--- config.mk ---
export PLATFORM = sky130hd
export DESIGN_NAME = riscv_div_unit
export DESIGN_NICKNAME = d
export VERILOG_FILES = /design/src/rtl/riscv_div_pkg.sv /design/src/rtl/riscv_div_unit_div_step.sv /design/src/rtl/riscv_div_unit.sv
export SDC_FILE = /design/constraint.sdc
export NUM_CORES = 1
export LEC_CHECK = 0
export ABC_AREA = 0
export BUFFER_PORTS_ARGS = -buffer_cell sky130_fd_sc_hd__buf_2
export CELL_PAD_IN_SITES_DETAIL_PLACEMENT = 1
export CELL_PAD_IN_SITES_GLOBAL_PLACEMENT = 1
export CORE_MARGIN = 1.5
export CORE_UTILIZATION = 46
export CTS_CLUSTER_DIAMETER = 60
export DETAILED_ROUTE_END_ITERATION = 8
export GPL_ROUTABILITY_DRIVEN = 0
export PLACE_DENSITY_LB_ADDON = 0.1
export SLEW_MARGIN = 10
export SYNTH_ARGS = -nofsm -noshare
export SYNTH_HDL_FRONTEND = slang
export SYNTH_SLANG_ARGS = --single-unit
--- constraint.sdc ---
create_clock -name clk -period 3.5 [get_ports clk]
set_clock_uncertainty 0.2 [all_clocks]
set_input_delay 0.35 -clock clk [delete_from_list [all_inputs] [get_ports clk]]
set_output_delay 0.35 -clock clk [all_outputs]
set_load 0.005 [all_outputs]
--- src/rtl/riscv_div_pkg.sv ---
// riscv_div_pkg: shared types for the RV32M iterative divider
package riscv_div_pkg;

    localparam int DIV_OP_W = 2;

    typedef enum logic [DIV_OP_W-1:0] {
        DIV  = 2'b00,
        DIVU = 2'b01,
        REM  = 2'b10,
        REMU = 2'b11
    } div_op_t;

    typedef enum logic [1:0] {
        IDLE = 2'b00,
        CALC = 2'b01,
        FIX  = 2'b10,
        DONE = 2'b11
    } div_state_t;

endpackage

--- src/rtl/riscv_div_unit_div_step.sv ---
// div_step: one combinational restoring-division step (shift, trial subtract, select)
module div_step #(
    parameter int XLEN = 32
) (
    input  logic [XLEN:0]   rem_i,
    input  logic [XLEN-1:0] quo_i,
    input  logic [XLEN-1:0] dvs_i,
    output logic [XLEN:0]   rem_o,
    output logic [XLEN-1:0] quo_o
);

    logic [XLEN+1:0] sh;
    logic [XLEN+1:0] trial;

    // One extra guard bit keeps the sign of the trial difference unambiguous
    assign sh    = {rem_i, quo_i[XLEN-1]};
    assign trial = sh - {2'b00, dvs_i};
    assign rem_o = trial[XLEN+1] ? sh[XLEN:0] : trial[XLEN:0];
    assign quo_o = {quo_i[XLEN-2:0], ~trial[XLEN+1]};

endmodule

--- src/rtl/riscv_div_unit.sv ---
// riscv_div_unit: multi-cycle restoring divider for DIV/DIVU/REM/REMU.
// Optional build macro DIV_EARLY_OUT_EN: divide-by-zero and signed overflow skip CALC.
module riscv_div_unit
    import riscv_div_pkg::*;
#(
    parameter int XLEN = 32
) (
    input  logic                clk,
    input  logic                rst_n,
    input  logic                start_i,
    input  logic                flush_i,
    input  logic [DIV_OP_W-1:0] op_i,
    input  logic [XLEN-1:0]     dividend_i,
    input  logic [XLEN-1:0]     divisor_i,
    output logic                busy_o,
    output logic                done_o,
    output logic [XLEN-1:0]     result_o
);

    localparam int CW = $clog2(XLEN) + 1;
    localparam logic [XLEN-1:0] MIN_NEG = {1'b1, {(XLEN-1){1'b0}}};

    div_state_t      state_q, state_d;
    div_op_t         op_q, op_d;
    logic            quo_neg_q, quo_neg_d;
    logic            rem_neg_q, rem_neg_d;
    logic            div0_q, div0_d;
    logic            ovf_q, ovf_d;
    logic [XLEN:0]   rem_q, rem_d;
    logic [XLEN-1:0] quo_q, quo_d;
    logic [XLEN-1:0] dvs_q, dvs_d;
    logic [XLEN-1:0] dvd_q, dvd_d;
    logic [CW-1:0]   cnt_q, cnt_d;
    logic [XLEN-1:0] result_q, result_d;

    logic            launch, sgn, dvd_neg, dvs_neg, is_rem;
    logic [XLEN:0]   step_rem;
    logic [XLEN-1:0] step_quo, q_fix, r_fix;

    assign launch  = (state_q == IDLE || state_q == DONE) && start_i && !flush_i;
    assign sgn     = ~op_i[0];
    assign dvd_neg = sgn & dividend_i[XLEN-1];
    assign dvs_neg = sgn & divisor_i[XLEN-1];
    assign is_rem  = (op_q == REM) || (op_q == REMU);
    assign q_fix   = quo_neg_q ? -quo_q : quo_q;
    assign r_fix   = rem_neg_q ? -rem_q[XLEN-1:0] : rem_q[XLEN-1:0];

    div_step #(.XLEN(XLEN)) u_step (
        .rem_i (rem_q),
        .quo_i (quo_q),
        .dvs_i (dvs_q),
        .rem_o (step_rem),
        .quo_o (step_quo)
    );

    // Next-state and datapath: flush dominates, then launch, then per-state work
    always_comb begin
        state_d   = state_q;
        op_d      = op_q;
        quo_neg_d = quo_neg_q;
        rem_neg_d = rem_neg_q;
        div0_d    = div0_q;
        ovf_d     = ovf_q;
        rem_d     = rem_q;
        quo_d     = quo_q;
        dvs_d     = dvs_q;
        dvd_d     = dvd_q;
        cnt_d     = cnt_q;
        result_d  = result_q;
        if (flush_i) begin
            state_d = IDLE;
        end else if (launch) begin
            op_d      = div_op_t'(op_i);
            quo_neg_d = dvd_neg ^ dvs_neg;
            rem_neg_d = dvd_neg;
            div0_d    = (divisor_i == '0);
            ovf_d     = sgn && (dividend_i == MIN_NEG) && (&divisor_i);
            rem_d     = '0;
            quo_d     = dvd_neg ? -dividend_i : dividend_i;
            dvs_d     = dvs_neg ? -divisor_i : divisor_i;
            dvd_d     = dividend_i;
            cnt_d     = CW'(XLEN);
`ifdef DIV_EARLY_OUT_EN
            state_d   = (div0_d || ovf_d) ? FIX : CALC;
`else
            state_d   = CALC;
`endif
        end else if (state_q == CALC) begin
            rem_d   = step_rem;
            quo_d   = step_quo;
            cnt_d   = cnt_q - 1'b1;
            state_d = (cnt_q == CW'(1)) ? FIX : CALC;
        end else if (state_q == FIX) begin
            result_d = div0_q ? (is_rem ? dvd_q : '1) :
                       ovf_q  ? (is_rem ? '0 : MIN_NEG) :
                       (is_rem ? r_fix : q_fix);
            state_d  = DONE;
        end else if (state_q == DONE) begin
            state_d = IDLE;
        end
    end

    // State and datapath registers, cleared asynchronously
    always_ff @(posedge clk or negedge rst_n) begin
        if (!rst_n) begin
            state_q   <= IDLE;
            op_q      <= DIV;
            quo_neg_q <= 1'b0;
            rem_neg_q <= 1'b0;
            div0_q    <= 1'b0;
            ovf_q     <= 1'b0;
            rem_q     <= '0;
            quo_q     <= '0;
            dvs_q     <= '0;
            dvd_q     <= '0;
            cnt_q     <= '0;
            result_q  <= '0;
        end else begin
            state_q   <= state_d;
            op_q      <= op_d;
            quo_neg_q <= quo_neg_d;
            rem_neg_q <= rem_neg_d;
            div0_q    <= div0_d;
            ovf_q     <= ovf_d;
            rem_q     <= rem_d;
            quo_q     <= quo_d;
            dvs_q     <= dvs_d;
            dvd_q     <= dvd_d;
            cnt_q     <= cnt_d;
            result_q  <= result_d;
        end
    end

    assign busy_o   = (state_q != IDLE);
    assign done_o   = (state_q == DONE);
    assign result_o = result_q;

endmodule

Word-level counts from Yosys, hierarchy flattened:

Cells that the tools add are included.

* flip-flop bits (word level): 175
* output and inout bits: 34
* logic and storage cells: 71

* $add $sub $neg: 6
* eq/ne operators: 7
* multiplexer cells: 22
* bitwise operators: 8
* reductions and logical operators: 16

Operators with widths (number)
* 2-to-1 mux 32 bit: 11
* negator 32 bit: 4
* 2-to-1 mux 33 bit: 3
* subtractor 34 x 32 -> 34 bit: 1
* == test 32 bit, second input constant: 1
* logical NOT 32 bit: 1
* AND reduction 32 bit: 1
* 2-to-1 mux 2 bit: 6
* 2-to-1 mux 6 bit: 2
* == test 2 bit, second input constant: 4
* == test 6 x 1 -> 1 bit, second input constant: 1
* subtractor 6 x 1 -> 6 bit, second input constant: 1
* NOT 1 bit: 5
* nonzero test 5 bit: 1
* logical AND 1 bit: 4
* AND reduction 2 bit: 2
* AND reduction 4 bit: 1
* nonzero test 2 bit: 2
* AND 1 bit: 2
* == test 2 x 1 -> 1 bit, second input constant: 1
* logical NOT 2 bit: 1
* logical OR 1 bit: 2
* logical NOT 1 bit: 1
* bitwise XOR 1 bit: 1

Longest topological paths before layout:

* word-level depth: 6
* mapped depth: 12

By module:

A second synthesis with hierarchy kept.

* cell total of the unflattened synthesis: 1636
* area total of the unflattened synthesis: 12879.9 um^2

By module, submodules not included
* riscv_div_unit: instances 1, cells each 1277, area an instance 10476.3 um^2, seq. area each 4354.2 um^2
* div_step: instances 1, cells each 359, area an instance 2403.6 um^2, seq. area each 0.0 um^2

Worst setup path after synthesis:

OpenSTA, ideal clock, no wires.

* path kind: register to register
* from: register quo_q[31]
* to: register rem_q[26]
* library setup time: 135 ps
* arrival: 2918 ps
* required time: 3165 ps
* setup slack: 247 ps
* stages on the path, launching flop included: 13
* path buffers: 0
* clock period less this slack: 3253 ps
* cell sequence: dfrtp_1 inv_1 ha_1 inv_1 fa_1 a211oi_1 o211ai_1 a211o_1 or3_1 a21oi_1 mux2i_1 o41ai_1 o21ai_0

* cells in the longest elaborated chain, start to end: 4

RTL lines
* from (decl): RTL line riscv_div_unit.sv:30 `logic [XLEN-1:0] quo_q, quo_d;`
* from (signal assigned): RTL line riscv_div_unit.sv:126 `quo_q <= quo_d;`
* subtractor 34 x 32 -> 34 bit: RTL line riscv_div_unit_div_step.sv:17 `assign trial = sh - {2'b00, dvs_i};`
* 2-to-1 mux 33 bit: RTL line riscv_div_unit_div_step.sv:18 `assign rem_o = trial[XLEN+1] ? sh[XLEN:0] : trial[XLEN:0];`
* 2-to-1 mux 33 bit: RTL line riscv_div_unit.sv:88 `end else if (state_q == CALC) begin`
* 2-to-1 mux 33 bit: RTL line riscv_div_unit.sv:72 `end else if (launch) begin`
* to (signal assigned): RTL line riscv_div_unit.sv:125 `rem_q <= rem_d;`
* to (decl): RTL line riscv_div_unit.sv:29 `logic [XLEN:0] rem_q, rem_d;`

No other way between the ends. The select of a mux whose other input is x is not followed.
A chain may end at the register's enable or synchronous reset.

Worst setup path after layout:

Same ends and word-level chain as after synthesis.

==> run_summary.xml <==
<?xml version="1.0" encoding="UTF-8"?>
<metrics>
  <group name="floorplanning">
    <metric name="chipWidth" unit="um">168</metric>
    <metric name="boundaryPins" unit="">104</metric>
    <metric name="floorplan.die.height" unit="um">168</metric>
    <metric name="floorplan.die_area" unit="um^2">28100</metric>
    <metric name="core.rowCount" unit="">60</metric>
    <metric name="initial_utilization" unit="">0.465</metric>
    <metric name="core-area" unit="um^2">26800</metric>
  </group>
  <group name="place">
    <metric name="place_area" unit="um^2">13500</metric>
    <metric name="detailedPlacementHpwl" unit="um">30400</metric>
    <metric name="numPortBuffers" unit="">103</metric>
    <metric name="placed_cells_incl_taps" unit="">1969</metric>
    <metric name="place_worst_setup_slack" unit="ps">-109</metric>
  </group>
  <group name="detailed_routing">
    <metric name="drt-pass1-iter-count" unit="">6</metric>
    <metric name="drt-initial-drc-count" unit="">666</metric>
    <metric name="drc" unit="">0</metric>
    <metric name="routed-via-count" unit="">11900</metric>
    <metric name="ant_nets" unit="">0</metric>
    <metric name="routed_wire_length_per_instance" unit="um">20.2</metric>
    <metric name="finalWirelength" unit="um">41000</metric>
    <metric name="detail_route.vias_per_cell" unit="">5.89</metric>
  </group>
  <group name="synth">
    <metric name="asyncSetResetFlopFracSynth" unit="">1.00</metric>
    <metric name="ys.flop_type" unit="">dfrtp_1</metric>
    <metric name="synth-warning-count" unit="">0</metric>
    <metric name="synth_top_family_by_area" unit="">compound AO/OA/AOI/OAI gates</metric>
    <metric name="synth_sequential_area_ratio" unit="">0.349</metric>
    <metric name="netlist_instances" unit="">1569</metric>
    <metric name="synth_xor_area_frac" unit="">0.0942</metric>
    <metric name="number_of_synthesized_flops_with_an_enable_pin" unit="">0</metric>
    <metric name="synth-simple-area-share" unit="">0.209</metric>
    <metric name="synthesized_area_fraction_occupied_by_ao_oa_aoi_and_oai_cells" unit="">0.223</metric>
    <metric name="synthesized_area_divided_by_synthesized_cell_count" unit="um^2">7.94</metric>
    <metric name="synth_area" unit="um^2">12500</metric>
    <metric name="synth.distinct_cells" unit="">70</metric>
    <metric name="ys_seq_elements" unit="">174</metric>
    <metric name="synth.mux.area_fraction" unit="">0.0312</metric>
    <metric name="synthesized_nets" unit="">1683</metric>
    <metric name="yosys.area_share.adder" unit="">0.0448</metric>
  </group>
  <group name="grt">
    <metric name="grt_antenna_before_repair" unit="">0</metric>
    <metric name="gr-total-overflow" unit="">0</metric>
    <metric name="first_pass_grt_wire_length" unit="um">65900</metric>
    <metric name="grt_util_all_layers" unit="">0.296</metric>
    <metric name="grt_start_max_net_pins" unit="">70</metric>
    <metric name="first_global_vias" unit="">12500</metric>
  </group>
  <group name="clock_network">
    <metric name="clock_insertion_delay_at_the_later_pin_of_the_skew_report" unit="ps">440</metric>
    <metric name="tritoncts.num_buffers" unit="">17</metric>
    <metric name="tritoncts" unit="">built</metric>
    <metric name="cts.path.max_buffers" unit="">2</metric>
    <metric name="cts.root.buffer_cell" unit="">clkbuf_16</metric>
    <metric name="clock_sinks" unit="">174</metric>
    <metric name="htree_levels" unit="">4</metric>
    <metric name="cts.reportedPaths.clkPinSlew" unit="ps">80</metric>
  </group>
  <group name="sta">
    <metric name="tns" unit="ps">0</metric>
    <metric name="final_hold_viol_count" unit="">0</metric>
    <metric name="postLayoutSetupSlackWorst" unit="ps">173</metric>
    <metric name="max_freq" unit="MHz">301</metric>
    <metric name="tightestPinTransition" unit="ps">1090</metric>
    <metric name="max-slew-margin-rel" unit="">0.270</metric>
    <metric name="min_period_over_period" unit="">0.951</metric>
    <metric name="setup_viol" unit="">0</metric>
    <metric name="timing.final.max_slew_violations" unit="">0</metric>
    <metric name="timing.final.crit_period" unit="ps">3330</metric>
  </group>
  <group name="power_and_ir_drop">
    <metric name="peakVddDrop" unit="uV">486</metric>
    <metric name="pwr_density_cell" unit="nW/um^2">1020</metric>
    <metric name="cellLeakagePower" unit="nW">6.35</metric>
  </group>
  <group name="cells_and_area">
    <metric name="drive_above_1_share" unit="">0.132</metric>
    <metric name="final_cell_area" unit="um^2">14400</metric>
    <metric name="final_cell_count_no_fill" unit="">2030</metric>
    <metric name="antenna_cells" unit="">0</metric>
    <metric name="post-route-util" unit="">0.536</metric>
    <metric name="synthToLayoutAreaGrowth" unit="%">15.2</metric>
    <metric name="final_net_count" unit="">1790</metric>
  </group>
  <group name="worst_setup_path">
    <metric name="crit_arrival" unit="ps">3450</metric>
    <metric name="timing.critical_path.fanout_max" unit="">4</metric>
    <metric name="worstSetupStartpointType" unit="">flip-flop</metric>
    <metric name="timing_worst_setup_path_type" unit="">reg2reg</metric>
    <metric name="worst_ep_required_time" unit="ps">3620</metric>
    <metric name="category_of_the_worst_setup_path_capture_point" unit="">flip-flop</metric>
  </group>
  <group name="run_status">
    <metric name="outcome" unit="">finished, final reports clean</metric>
  </group>
  <group name="run">
    <metric name="maxCapViolCount" unit="">0</metric>
  </group>
  <group name="min_path">
    <metric name="timing.hold.worst.class" unit="">in2reg</metric>
  </group>
</metrics>
## layout by cell type (no fill, tap or decap), drive strengths merged, types with 18 or more instances in the layout
cell and n:
dfrtp 174, o211ai 18, buf 156, nand3 22, nor2 99, o31ai 27, dlygate4sd3 28, mux2i 31
inv 72, nand2 279, a31oi 19, xnor2 83, xor2 51, clkbuf 19, o21ai 176, ha 43
a21oi 109, nor3 37
## timing repair
item                       CTS  global route
pin swaps                    0             2
gates resized for setup      3             4
hold endpoints to repair    87             0
buffers inserted             0             1
setup endpoints to repair    1            10
cloned                       0             0
hold buffers                28             0
## state kept, by name, summed over array words and instances, names as in the netlist, 2 cells and up
signal / cells
dvd_q: 32
cnt_q: 6
state_q: 2
quo_q: 32
rem_q: 33
result_o: 32
dvs_q: 32
## metrics by stage
step                      total power [mW]  hold WS (ps)
after detailed placement              12.6           189
after CTS                             14.6          1.36
after global placement                12.2           184
after floorplan                       9.81          -146
final                                 14.7          9.69
after global routing                  15.8          27.2
## final cells by class
class / instances / area (um^2)
clock buffer: 19 / 443
clock inverter: 13 / 119
fill: 3309 / 12400
inverter: 65 / 244
multi-input combinational: 1234 / 7550
sequential: 174 / 4350
tap: 341 / 427
timing repair buffer: 184 / 1220
## path summary, 6_finish.rpt
path / start / end / slack, ps / depth (start not counted)
setup reg to reg: quo_q[31] / rem_q[26] / 170 / 13
hold / removal: dividend_i[2] / dvd_q[2] / 10 / 3
min in group asynchronous: rst_n / dvd_q[11] / 260 / 2
setup / recovery: quo_q[31] / rem_q[26] / 170 / 13
hold reg to reg: result_o[31] / result_o[31] / 270 / 2
max in group asynchronous: rst_n / rem_q[30] / 1980 / 3
## kinds of logic after synthesis
logic type | count (synthesis)
adder cells (fa/ha/maj) | 44
buffers and inverters | 161
multiplexers | 38
XOR/XNOR | 134
AND/OR/NAND/NOR | 561
flip-flops | 174
AO/OA/AOI/OAI | 457
## Yosys cell counts, types with 6 or more instances
cell / number / area [um^2]
xor2_1: 51 / 447
nand3_1: 22 / 110
inv_1: 63 / 236
nor3_1: 36 / 180
o41ai_1: 13 / 114
o21a_1: 8 / 60.1
o21ai_0: 174 / 871
nor4_1: 15 / 93.8
o22ai_1: 15 / 93.8
nor2_1: 99 / 372
mux2_2: 7 / 78.8
nand2_1: 279 / 1050
nand3b_1: 7 / 52.6
a31oi_1: 19 / 119
nor2b_1: 7 / 43.8
ha_1: 43 / 538
a21oi_1: 109 / 546
and3_1: 6 / 37.5
nand2b_1: 17 / 106
or3_1: 17 / 106
a22oi_1: 7 / 52.6
o211ai_1: 18 / 135
dfrtp_1: 174 / 4350
buf_1: 7 / 26.3
mux2i_1: 31 / 310
xnor2_1: 83 / 727
nand4_1: 13 / 81.3
or4_4: 6 / 67.6
o31ai_1: 26 / 195
clkbuf_1: 86 / 323
or4_1: 10 / 75.1
o221ai_1: 13 / 114
a21o_1: 11 / 82.6
## critical path, stage by stage (launching register included)
cell and delay [ps]:
dfrtp_1 390, inv_1 80, ha_1 170, inv_1 70
fa_2 370, a211oi_2 220, o211ai_1 150, a211o_1 360
or3_4 360, a21oi_1 150, buf_4 170, mux2i_1 70
o41ai_1 330, o21ai_0 110
## per-layer routing
metal	GRT usage	routed length, um	vias up
li1	-	-	5761
met1	0.373	18200	5844
met2	0.516	19900	277
met3	0.0279	1320	66
met4	0.131	1530	0
met5	0	0	-
## report_power, final
| part | switching, mW | internal (mW) |
|---|---|---|
| registers | 0.982 | 2.90 |
| logic | 5.24 | 3.67 |
| clock network | 0.935 | 0.960 |
Power figures use the tool's default switching activity.
